### src/rtl/req_gnt_rr_arbiter.sv
// rtl/req_gnt_rr_arbiter.sv - round-robin req/gnt arbiter with hold timeout and post-grant gap
// Optional SVA checks compiled when REQ_GNT_RR_ARBITER_ASSERT_EN is defined.
module req_gnt_rr_arbiter #(
  parameter int N_CH       = 4,
  parameter int MAX_HOLD   = 8,
  parameter int GAP_CYCLES = 1
) (
  input  logic                    clk,
  input  logic                    reset_n,
  input  logic [N_CH-1:0]         req,
  input  logic                    err_clr,
  output logic [N_CH-1:0]         gnt,
  output logic [$clog2(N_CH)-1:0] gnt_id,
  output logic                    busy,
  output logic [N_CH-1:0]         timeout_err
);

  localparam int IW = $clog2(N_CH);
  localparam int HW = (MAX_HOLD > 0) ? $clog2(MAX_HOLD + 1) : 1;
  localparam int GW = (GAP_CYCLES > 1) ? $clog2(GAP_CYCLES) : 1;

  typedef enum logic [1:0] {IDLE, GRANT, GAP} state_t;

  state_t          state, state_nx;
  logic [IW-1:0]   ptr, ptr_nx, id_nx, pick_idx, cand;
  logic [HW-1:0]   hold_cnt, hold_nx;
  logic [GW-1:0]   gap_cnt, gap_nx;
  logic [N_CH-1:0] gnt_nx, err_set;
  logic            pick_ok, grant_end, revoke;
  int              j;

  // Rotating priority search starting at ptr
  always_comb begin
    pick_ok  = 1'b0;
    pick_idx = '0;
    cand     = '0;
    j        = 0;
    for (int i = 0; i < N_CH; i++) begin
      j = int'(ptr) + i;
      if (j >= N_CH) j = j - N_CH;
      cand = IW'(j);
      if (!pick_ok && req[cand]) begin
        pick_ok  = 1'b1;
        pick_idx = cand;
      end
    end
  end

  always_comb begin
    state_nx  = state;
    ptr_nx    = ptr;
    hold_nx   = hold_cnt;
    gap_nx    = gap_cnt;
    gnt_nx    = gnt;
    id_nx     = gnt_id;
    err_set   = '0;
    revoke    = 1'b0;
    grant_end = 1'b0;
    case (state)
      IDLE: begin
        if (pick_ok) begin
          gnt_nx   = N_CH'(1) << pick_idx;
          id_nx    = pick_idx;
          hold_nx  = HW'(1);
          state_nx = GRANT;
        end
      end
      GRANT: begin
        revoke    = req[gnt_id] && (MAX_HOLD != 0) && (hold_cnt == HW'(MAX_HOLD));
        grant_end = !req[gnt_id] || revoke;
        if (grant_end) begin
          gnt_nx  = '0;
          id_nx   = '0;
          gap_nx  = '0;
          ptr_nx  = (gnt_id == IW'(N_CH - 1)) ? '0 : gnt_id + 1'b1;
          if (revoke) err_set[gnt_id] = 1'b1;
          state_nx = (GAP_CYCLES == 0) ? IDLE : GAP;
        end else if (hold_cnt != '1) begin
          hold_nx = hold_cnt + 1'b1;
        end
      end
      GAP: begin
        if (gap_cnt == GW'(GAP_CYCLES - 1)) state_nx = IDLE;
        else gap_nx = gap_cnt + 1'b1;
      end
      default: state_nx = IDLE;
    endcase
  end

  always_ff @(posedge clk) begin
    if (!reset_n) begin
      state       <= IDLE;
      ptr         <= '0;
      hold_cnt    <= '0;
      gap_cnt     <= '0;
      gnt         <= '0;
      gnt_id      <= '0;
      timeout_err <= '0;
    end else begin
      state       <= state_nx;
      ptr         <= ptr_nx;
      hold_cnt    <= hold_nx;
      gap_cnt     <= gap_nx;
      gnt         <= gnt_nx;
      gnt_id      <= id_nx;
      // A timeout set in the same cycle as err_clr survives the clear
      timeout_err <= (timeout_err & ~{N_CH{err_clr}}) | err_set;
    end
  end

  assign busy = (state != IDLE);

`ifdef REQ_GNT_RR_ARBITER_ASSERT_EN
  a_onehot0: assert property (@(posedge clk) disable iff (!reset_n) $onehot0(gnt))
    else $display("@%0t ns onehot0 failed", $time);

  if (GAP_CYCLES > 0) begin : g_gap_chk
    a_gap: assert property (@(posedge clk) disable iff (!reset_n)
      $fell(|gnt) |-> !(|gnt) [*GAP_CYCLES])
      else $display("@%0t ns gap failed", $time);
  end

  for (genvar i = 0; i < N_CH; i++) begin : g_ch_chk
    a_req_before_gnt: assert property (@(posedge clk) disable iff (!reset_n)
      (gnt[i] && !$past(gnt[i])) |-> $past(req[i]))
      else $display("@%0t ns req_before_gnt failed", $time);
    if (MAX_HOLD > 0) begin : g_hold_chk
      a_max_hold: assert property (@(posedge clk) disable iff (!reset_n)
        $rose(gnt[i]) |-> ##[1:MAX_HOLD] !gnt[i])
        else $display("@%0t ns max_hold failed", $time);
    end
  end
`else
`endif

endmodule

### config.mk
export PLATFORM = sky130hd
export DESIGN_NAME = req_gnt_rr_arbiter
export DESIGN_NICKNAME = d
export VERILOG_FILES = /design/src/rtl/req_gnt_rr_arbiter.sv
export SDC_FILE = /design/constraint.sdc
export NUM_CORES = 1
export LEC_CHECK = 0
export CORE_MARGIN = 5
export CORE_UTILIZATION = 45
export CTS_CLUSTER_SIZE = 12
export DETAILED_ROUTE_END_ITERATION = 16
export HOLD_SLACK_MARGIN = 0.15
export PLACE_DENSITY = 0.73
export SYNTH_ARGS = -nofsm -noshare
export SYNTH_HDL_FRONTEND = slang
export SYNTH_SLANG_ARGS = --single-unit
export TNS_END_PERCENT = 1
### constraint.sdc
create_clock -name clk -period 1.6 [get_ports clk]
set_input_delay 0.16 -clock clk [delete_from_list [all_inputs] [get_ports clk]]
set_output_delay 0.16 -clock clk [all_outputs]
set_load 0.005 [all_outputs]
# ---- After elaboration in Yosys (flattened, before gate mapping)
# Cells that the tools add are included.
dict set report word_totals {
  reg_bits 19
  out_inout_bits 11
}
dict set report op_classes {
  add_sub_neg 10
  order_cmp 10
  n_eq_ne 10
  shift 1
  mux 45
  n_bitwise 3
  reduce_logical 19
}
# cell n
set op_table {}
lappend op_table {{4-bit two-way mux} 8}
lappend op_table {{2-bit two-way mux} 14}
lappend op_table {{4-bit one-hot mux with 2 select lines} 2}
lappend op_table {{2-bit by 3-bit less-than comparator with 1-bit output (second input constant)} 5}
lappend op_table {{1-bit two-way mux} 12}
lappend op_table {{1-bit binary-select mux with 2-bit select} 5}
lappend op_table {{2-bit inequality test (second input constant)} 5}
lappend op_table {{3-bit >= comparator (second input constant)} 3}
lappend op_table {{2-bit by 1-bit subtractor with 2-bit output (second input constant)} 4}
lappend op_table {{2-bit by 2-bit adder with 3-bit output (second input constant)} 2}
lappend op_table {{2-bit one-hot mux with 3 select lines} 1}
lappend op_table {{3-bit AND reduction} 2}
lappend op_table {{2-bit nonzero test} 3}
lappend op_table {{1-bit logical AND} 5}
lappend op_table {{4-bit by 1-bit adder with 4-bit output (second input constant)} 1}
lappend op_table {{4-bit bitwise AND} 1}
lappend op_table {{2-bit == test (second input constant)} 2}
lappend op_table {{4-bit == test (second input constant)} 1}
lappend op_table {{1-bit logical NOT} 4}
lappend op_table {{4-bit inequality test (second input constant)} 1}
lappend op_table {{4-bit inverter} 1}
lappend op_table {{4-bit OR} 1}
lappend op_table {{2-bit one-hot mux with 2 select lines} 1}
lappend op_table {{2-bit AND reduction} 2}
lappend op_table {{other kinds (12)} 12}

# ---- Longest topological paths before layout
# Gate-level depths: netlist (run 1).
dict set report logic_depth {
  word_depth 17
  ltp_mapped 7
  mapped_depth_nobuf 6
}

# ---- Worst setup path after synthesis (run 1)
# OpenSTA, ideal clock, no wires.
dict set report synth_timing {
  kind {reg2reg}
  start {register gnt_id[0]}
  end {register gnt[0]}
  setup_ns 0.116
  arrival_time_ns 1.557
  setup_slack_ns -0.073
  path_stages_with_launch 6
  path_buffers 1
  synth_period_minus_slack_ns 1.673
  path_cell_list {dfxtp_1 -> mux4_2 -> a21boi_2 -> buf_6 -> nor3_2 -> a41o_1}
}
dict set report synth_via {
  elab_chain_cells 6
  elab_cells_between_ends 7
  cone_classes {eq/ne (1); mux (2); reduce/logical (4)}
}
# element line
set synth_lines {}
lappend synth_lines {{start: declaration} 13} ;# output logic [$clog2(N_CH)-1:0] gnt_id,
lappend synth_lines {{start signal: assignment} 105} ;# gnt_id <= id_nx;
lappend synth_lines {{1-bit binary-select mux with 2-bit select *} {69, 70}}
lappend synth_lines {{1-bit two-way mux (not written as such) *} {69, 70}}
lappend synth_lines {{1-bit logical NOT / 1-bit logical AND (equally long branches)} {70, 69}}
lappend synth_lines {{1-bit logical OR *} 70} ;# grant_end = !req[gnt_id] || revoke;
lappend synth_lines {{2-bit inequality test (no line) *} --}
lappend synth_lines {{3-bit AND reduction (no line) *} --}
lappend synth_lines {{end signal: assignment} 104} ;# gnt <= gnt_nx;
lappend synth_lines {{end: declaration} 12} ;# output logic [N_CH-1:0] gnt,
# Every way passes the cells marked *; elsewhere a longest branch is shown, timed or not. The select of a mux whose other input is x is not followed.
# A chain may end at the register's enable or synchronous reset.

# ---- Worst setup path in the final report (run 1)
dict set report layout_timing {
  start {register gnt_id[0]}
  end {register timeout_err[0]}
}
dict set report layout_via {
  elab_chain_cells 8
  elab_cells_between_ends 14
  cone_classes {order compare (2); mux (7); bitwise (1); reduce/logical (4)}
}
# element line
set layout_lines {}
lappend layout_lines {{2-bit by 3-bit less-than comparator with 1-bit output (not written as such) / 2-bit by 1-bit >= comparator with 1-bit output (equally long branches)} 76} ;# if (revoke) err_set[gnt_id] = 1'b1;
lappend layout_lines {{1-bit logical AND (not written as such)} 76}
lappend layout_lines {{1-bit two-way mux (not written as such)} 76}
lappend layout_lines {{1-bit demux with 2-bit select} 76}
lappend layout_lines {{4-bit two-way mux} 76}
lappend layout_lines {{4-bit two-way mux *} 71} ;# if (grant_end) begin
lappend layout_lines {{4-bit two-way mux *} 59} ;# case (state)
lappend layout_lines {{4-bit OR *} 107} ;# timeout_err <= (timeout_err & ~{N_CH{err_clr}}) | err_set;
lappend layout_lines {{end signal: assignment} 107}
lappend layout_lines {{end: declaration} 15} ;# output logic [N_CH-1:0] timeout_err
# Marks and branches as above.

==> metrics.txt, run 1 <==
minimum hold slack about 500 ps; Die Area 3150 sq um; synth warn 0; dpl ws -233 ps; register area 364 sq um; minimum clock period roughly 1600 ps; Hold Path Class register to register; largest family of logic cells by synthesized area compound AO/OA/AOI/OAI gates; Crit Path Class register to register; CP Capture Type register; final hold violations 0; Post-Syn Area per Cell 9.13 sq um; routed vias/inst about 5.6; share of cells above drive strength 1 0.261; Final ANT Viol Nets 0; final worst slack 46.5 ps; Core Area roughly 2000 sq um; Yosys reg bits 18; Final Max Slew Viols 0; Clock transition at path regs 110 ps; Longest Clk Path Bufs 2; Final #Nets 152; maximum VDD drop 0.656 mV; most common flop cell mapped by yosys dfxtp_1; worst r2r path cells 4; H-tree levels 1; post-layout util 0.666; status finished, final reports clean; Yosys top cell by area dfxtp_1; vias in the first global route 931; Critical Path RT 1810 ps; worst-margin pin slew around 470 ps; Lkg Pwr 0.526 nW; GP Congestion 0.769; Post-Syn Area 958 sq um; Setup Skew 7.26 ps; synth top area cells dfxtp_1 38%, ha_1 7.8%, nand2_1 3.9%; Port Buf Inserts 17; wire length per cell 14.5 um; number of enable flip-flop cells after synthesis 0; Logic pwr share 0.272; FMAX 644 MHz; ant diodes 0; CTS Buf Count 3; setup slack, reg-to-reg between 40 and 50 ps; worst setup path end timeout_err[0]$_SDFF_PN0_; largest net degree at the start of global routing 14; DR pass1 iterations 5; postcts setup bufs 0; Starting Density 0.479; Reg2Reg Capture Point timeout_err[0]$_SDFF_PN0_; Non-Filler Instances 165; Die Height roughly 56 um; Worst slew margin 0.688; RSZ-0062 raised after global routing true; CP Max Fanout 5; Starting DRT DRC Count 21; asr flop ratio synth 0; top cell type's share of synthesized area 0.376; Gate Count Post-Synth around 110; Global Route Usage Sum 0.159; standard-cell rows 16; io pins 18; CTS Root Cell clkbuf_4; mux cell area share after synthesis 0.0444; switch share 0.285; register area share after synthesis 0.376; DRC 0; initial antenna violation count 0; area occupied by multi-input gates 576 sq um; Adder-Cell Fraction of Synth Area 0.0783; Synth Area in XOR/XNOR 0.00914; syn nets 118; power share of the clock group 0.269; Simple-Gate Fraction of Synth Area 0.219; clk_lat worst skew 300 ps; Internal slightly below 800 uW; total grt overflow 0; Die X 56.2 um; Arrival @ worst endpoint roughly 1800 ps; DP Wirelength between 1500 and 2000 um; DR vias 918; pwr/cell area 806 nW/um^2; Tcrit/Tclk final 0.971; drt total wl 2390 um; P_sw ~310 uW; max_cap viols 0; first-pass GRT wire length 3930 um; CTS tree done; final number of setup-violating endpoints 0; RR Startpoint gnt_id[0]$_SDFFE_PN0P_; Area growth, synth to finish 39.2%; worst setup path start gnt_id[0]$_SDFFE_PN0P_; Synth Area in Compound Gates 0.221; placed cells 161; Sink Count 18; fill count around 170; Tot Pwr roughly 1.1 mW; startpoint types register; post-synth cell types 43; Seq pwr share 0.458
logic make-up after synthesis:
| kind of cell | count (synthesis) |
|---|---|
| buffers and inverters | 11 |
| flip-flops | 18 |
| AND/OR/NAND/NOR | 39 |
| multiplexers | 3 |
| adder cells (fa/ha/maj) | 6 |
| XOR/XNOR | 1 |
| AO/OA/AOI/OAI | 27 |
critical path, stage by stage (launching register included):
cell     delay, ps
dfxtp_2        360
mux4_2         560
and2_2         270
a32oi_1        210
nor2b_1         60
power groups by stage:
stage	clock network, mW	logic [mW]	registers (mW)
after detailed placement	0	0.274	0.502
after global placement	0	0.267	0.501
final	0.289	0.293	0.493
after floorplan	0	0.142	0.504
after global routing	0.324	0.319	0.496
after CTS	0.299	0.275	0.492
cells in the mapped netlist (all sizes together), types with 2 or more instances:
| cell type | instances |
|---|---|
| o32ai | 2 |
| dfxtp | 18 |
| nor2b | 4 |
| a21boi | 2 |
| o21ai | 3 |
| nor3 | 3 |
| a32oi | 4 |
| or2 | 2 |
| inv | 7 |
| nand3 | 7 |
| and2 | 2 |
| buf | 2 |
| ha | 6 |
| a21oi | 3 |
| o22ai | 2 |
| nand2 | 10 |
| nor2 | 3 |
| a41o | 2 |
| mux2i | 2 |
| clkbuf | 2 |
how the worst min path moves through the flow:
stage                                   start                        end  slack [ps]  depth (start not counted)
final                     gnt[3]$_SDFFE_PN0P_        gnt[3]$_SDFFE_PN0P_         500                          2
after global routing      gnt[3]$_SDFFE_PN0P_        gnt[3]$_SDFFE_PN0P_         530                          2
after CTS                 gnt[3]$_SDFFE_PN0P_        gnt[3]$_SDFFE_PN0P_         500                          2
after detailed placement  gnt[3]$_SDFFE_PN0P_        gnt[3]$_SDFFE_PN0P_         480                          2
after global placement    gnt[3]$_SDFFE_PN0P_        gnt[3]$_SDFFE_PN0P_         470                          2
after floorplan                       err_clr  timeout_err[1]$_SDFF_PN0_         410                          3
flip-flops by register name (all words and copies together), names as in the netlist:
register and flops:
gnt 4, gnt_id 2, hold_cnt 4, ptr 2
state 2, timeout_err 4
per-stage QoR:
step	TNS, ps	cell area [sq um]
after floorplan	0	960
after global placement	-2150	1260
after detailed placement	-3080	1260
after CTS	0	1300
after global routing	-233	1330
final	0	1330
cell type report:
type,instances,area share
inverters,7,0.0197
multi-input cells,76,0.432
flip-flops and latches,18,0.273
repair buffers,33,0.223
well taps,27,0.0253
clock buffers,4,0.0272
cells in the final DEF (no fill, tap or decap), drive strengths merged:
cell / n
a21boi: 2
a21o: 1
a21oi: 3
a31o: 1
a32oi: 4
a41o: 2
and2: 2
and2b: 1
and3: 1
buf: 16
clkbuf: 4
clkdlybuf4s50: 17
dfxtp: 18
ha: 6
inv: 7
mux2i: 2
mux4: 1
nand2: 10
nand2b: 1
nand3: 7
nand3b: 1
nand4: 1
nor2: 3
nor2b: 4
nor3: 3
nor3b: 1
nor4: 1
o2111ai: 1
o211a: 1
o211ai: 1
o21a: 1
o21ai: 3
o221a: 1
o221ai: 1
o22ai: 2
o31ai: 1
o32ai: 2
or2: 2
or3: 1
xor2: 1
repair_timing:
| action | CTS | global route |
|---|---|---|
| endpoints found under the setup margin | 0 | 11 |
| hold buffers | 0 | 0 |
| resized for setup | 0 | 11 |
layer usage:
| metal | routed length [um] | vias up | GRT usage |
|---|---|---|---|
| met3 | 53 | 5 | 0.0348 |
| met2 | 1310 | 11 | 0.290 |
| met1 | 976 | 442 | 0.171 |
| met5 | 0 | - | 0 |
| met4 | 43 | 0 | 0.0712 |
| li1 | - | 460 | - |
Power figures use the tool's default switching activity.
==> run 2: changes to the inputs <==
--- a/config.mk
+++ b/config.mk
@@ -14,4 +14,4 @@
 export SYNTH_ARGS = -nofsm -noshare
 export SYNTH_HDL_FRONTEND = slang
 export SYNTH_SLANG_ARGS = --single-unit
-export TNS_END_PERCENT = 1
+export TNS_END_PERCENT = 50
==> run 2 against run 1 <==
Critical path depth increased by 2. Flip-flop and latch count unchanged. Utilization increased by 0.69 points. Hold slack got worse by 0.55 ps. Setup slack got worse by 14 ps. Largest cell class unchanged.
==> metrics.txt, run 2 (same netlist as run 1, synthesis figures left out) <==
status finished, final reports clean (unchanged); Tot Pwr 1.08 mW (about the same); Critical Path RT 1840 ps (was 1810 ps); final hold violations 0 (unchanged); Worst slew margin 0.690 (was 0.688); CTS Buf Count 3 (unchanged); vias in the first global route 931 (unchanged); grt peak-use layer met2 (unchanged); most frequent cells in the layout 17 x clkdlybuf4s50_1, 15 x dfxtp_1, 14 x buf_4, 10 x nand2_1, 7 x inv_1 (was 17 x clkdlybuf4s50_1, 15 x dfxtp_1, 14 x buf_4, 10 x nand2_1); placed cells 161 (unchanged); Arrival @ worst endpoint 1810 ps (was 1760 ps); Final #Nets 152 (unchanged); DRC 0 (unchanged); GR Util met2 0.290 (unchanged); Crit Path Class register to register (unchanged); commonest non-fill, non-tap cell in the layout clkdlybuf4s50_1 (unchanged); io pins 18 (unchanged); Clock transition at path regs 100 ps (was 110 ps); Die Height 56.2 um (unchanged); Reg2Reg Capture Point hold_cnt[3]$_SDFFE_PN0P_ (was timeout_err[0]$_SDFF_PN0_); DR pass1 iterations 4 (was 5); Starting Density 0.479 (unchanged); ant diodes 0 (unchanged); Non-Filler Instances 165 (unchanged); maximum VDD drop 0.658 mV (was 0.656 mV); DP Wirelength 1830 um (unchanged); pwr/cell area 803 nW/um^2 (was 806 nW/um^2); worst r2r path cells 6 (was 4); fill count 171 (was 172); Global Route Usage Sum 0.159 (unchanged); clk_lat worst skew 300 ps (about the same); Tcrit/Tclk final 0.980 (was 0.971); worst-margin pin slew 464 ps (was 466 ps); minimum clock period 1570 ps (was 1550 ps); Starting DRT DRC Count 25 (was 21); postcts setup bufs 0 (unchanged); M1 GR Usage 0.171 (unchanged); Port Buf Inserts 17 (unchanged); Hold Path Class register to register (unchanged); critical path's top delay family simple AND/OR/NAND/NOR gates (was multiplexers); Longest Clk Path Bufs 2 (unchanged); hold endpoint gnt[3]$_SDFFE_PN0P_ (unchanged); final number of setup-violating endpoints 0 (unchanged); Setup Skew 7.62 ps (was 7.26 ps); CTS Root Cell clkbuf_4 (unchanged); worst path cell trace inv_1 > ha_2 > mux2i_2 > o211ai_1 > or3_1 > a21oi_2 (was mux4_2 > and2_2 > a32oi_1 > nor2b_1); met3 usage 0.0348 (unchanged); setup slack, reg-to-reg 30 ps (was 50 ps); Die X 56.2 um (unchanged); total grt overflow 0 (unchanged); Lkg Pwr 0.529 nW (was 0.526 nW); top flop regs gnt: 4 flops, hold_cnt: 4 flops, timeout_err: 4 flops (unchanged); largest net degree at the start of global routing 14 (unchanged); share of cells above drive strength 1 0.283 (was 0.261); post-layout util 0.673 (was 0.666); startpoint types register (unchanged); Hold Crit Depth 2 (unchanged); H-tree levels 1 (unchanged); Slowest-stage cell, CP or3_1 (was mux4_2); CTS tree done (unchanged); Final Max Slew Viols 0 (unchanged); minimum hold slack 498 ps (about the same); max_cap viols 0 (unchanged); Area growth, synth to finish 40.6% (was 39.2%); Core Area 2000 sq um (unchanged); dpl ws -233 ps (unchanged); initial antenna violation count 0 (unchanged); DR vias 923 (was 918); hold wc startpoint gnt[3]$_SDFFE_PN0P_ (unchanged); Sink Count 18 (unchanged); Final ANT Viol Nets 0 (unchanged); CP bufs+invs 1 (was 0); Die Area 3150 sq um (unchanged); GP Congestion 0.769 (unchanged); drt total wl 2430 um (was 2390 um); CP Max Fanout 4 (was 5); peak per-stage delay on the critical path 380 ps (was 560 ps); routed vias/inst 5.59 (was 5.56); FMAX 638 MHz (was 644 MHz); CP Capture Type register (unchanged); RR Startpoint hold_cnt[0]$_SDFFE_PN0P_ (was gnt_id[0]$_SDFFE_PN0P_); standard-cell rows 16 (unchanged); wire length per cell 14.7 um (was 14.5 um); first-pass GRT wire length 3930 um (unchanged); RSZ-0062 raised after global routing true (unchanged); final worst slack 32.5 ps (was 46.5 ps)
## run 2: cell count changes in the layout (fill, tap and decap cells not counted)
| cell | before | now |
|---|---|---|
| nand3_2 | 0 | 2 |
| nand3_1 | 7 | 5 |
| o21ai_0 | 2 | 1 |
| o21ai_2 | 0 | 1 |
## run 2: area by class of cell
type / instances / area [sq um] / area share
flip-flops and latches: 18 / 364 / 0.270
multi-input cells: 76 / 589 / 0.437
clock buffers: 4 / 36.3 / 0.0269
well taps: 27 / 33.8 / 0.0251
inverters: 7 / 26.3 / 0.0195
repair buffers: 33 / 298 / 0.221
## run 2: what timing repair did
action / in CTS / in global routing
hold endpoints to repair: 0 / 0
gates resized for setup: 0 / 15
setup endpoints to repair: 0 / 11
hold buffers: 0 / 0
## run 2: layer usage
layer,wire [um],part of all wire
met5,0,0
met4,44,0.018
met3,54,0.022
met1,1030,0.42
met2,1300,0.53
## run 2: worst max-delay path by stage
stage	startpoint	end	slack (ps)	cells after the start
detailed placement	req[3]	ptr[1]$_SDFFE_PN0P_	-230	6
floorplan	gnt_id[0]$_SDFFE_PN0P_	gnt[0]$_SDFFE_PN0P_	5	5
global route	hold_cnt[0]$_SDFFE_PN0P_	hold_cnt[3]$_SDFFE_PN0P_	-80	6
finish	hold_cnt[0]$_SDFFE_PN0P_	hold_cnt[3]$_SDFFE_PN0P_	30	6
CTS	gnt_id[0]$_SDFFE_PN0P_	ptr[1]$_SDFFE_PN0P_	8	5
global placement	req[3]	gnt[1]$_SDFFE_PN0P_	-180	5
## run 2: report_power, final
group | internal (mW) | switching (mW)
sequential | 0.475 | 0.0175
clock | 0.139 | 0.151
combinational | 0.156 | 0.144
## run 2: worst reg2reg max path: stages, from the launching register on
cell      delay [ps]
dfxtp_2          360
inv_1             70
ha_2             210
mux2i_2          190
o211ai_1         160
or3_1            380
a21oi_2          140
## run 2: metrics by stage
step / instance area (sq um) / setup TNS, ps
3_3_place_gp: 1260 / -2150
6_report: 1350 / 0
4_1_cts: 1300 / 0
5_1_grt: 1350 / -253
2_1_floorplan: 960 / 0
3_5_place_dp: 1260 / -3080
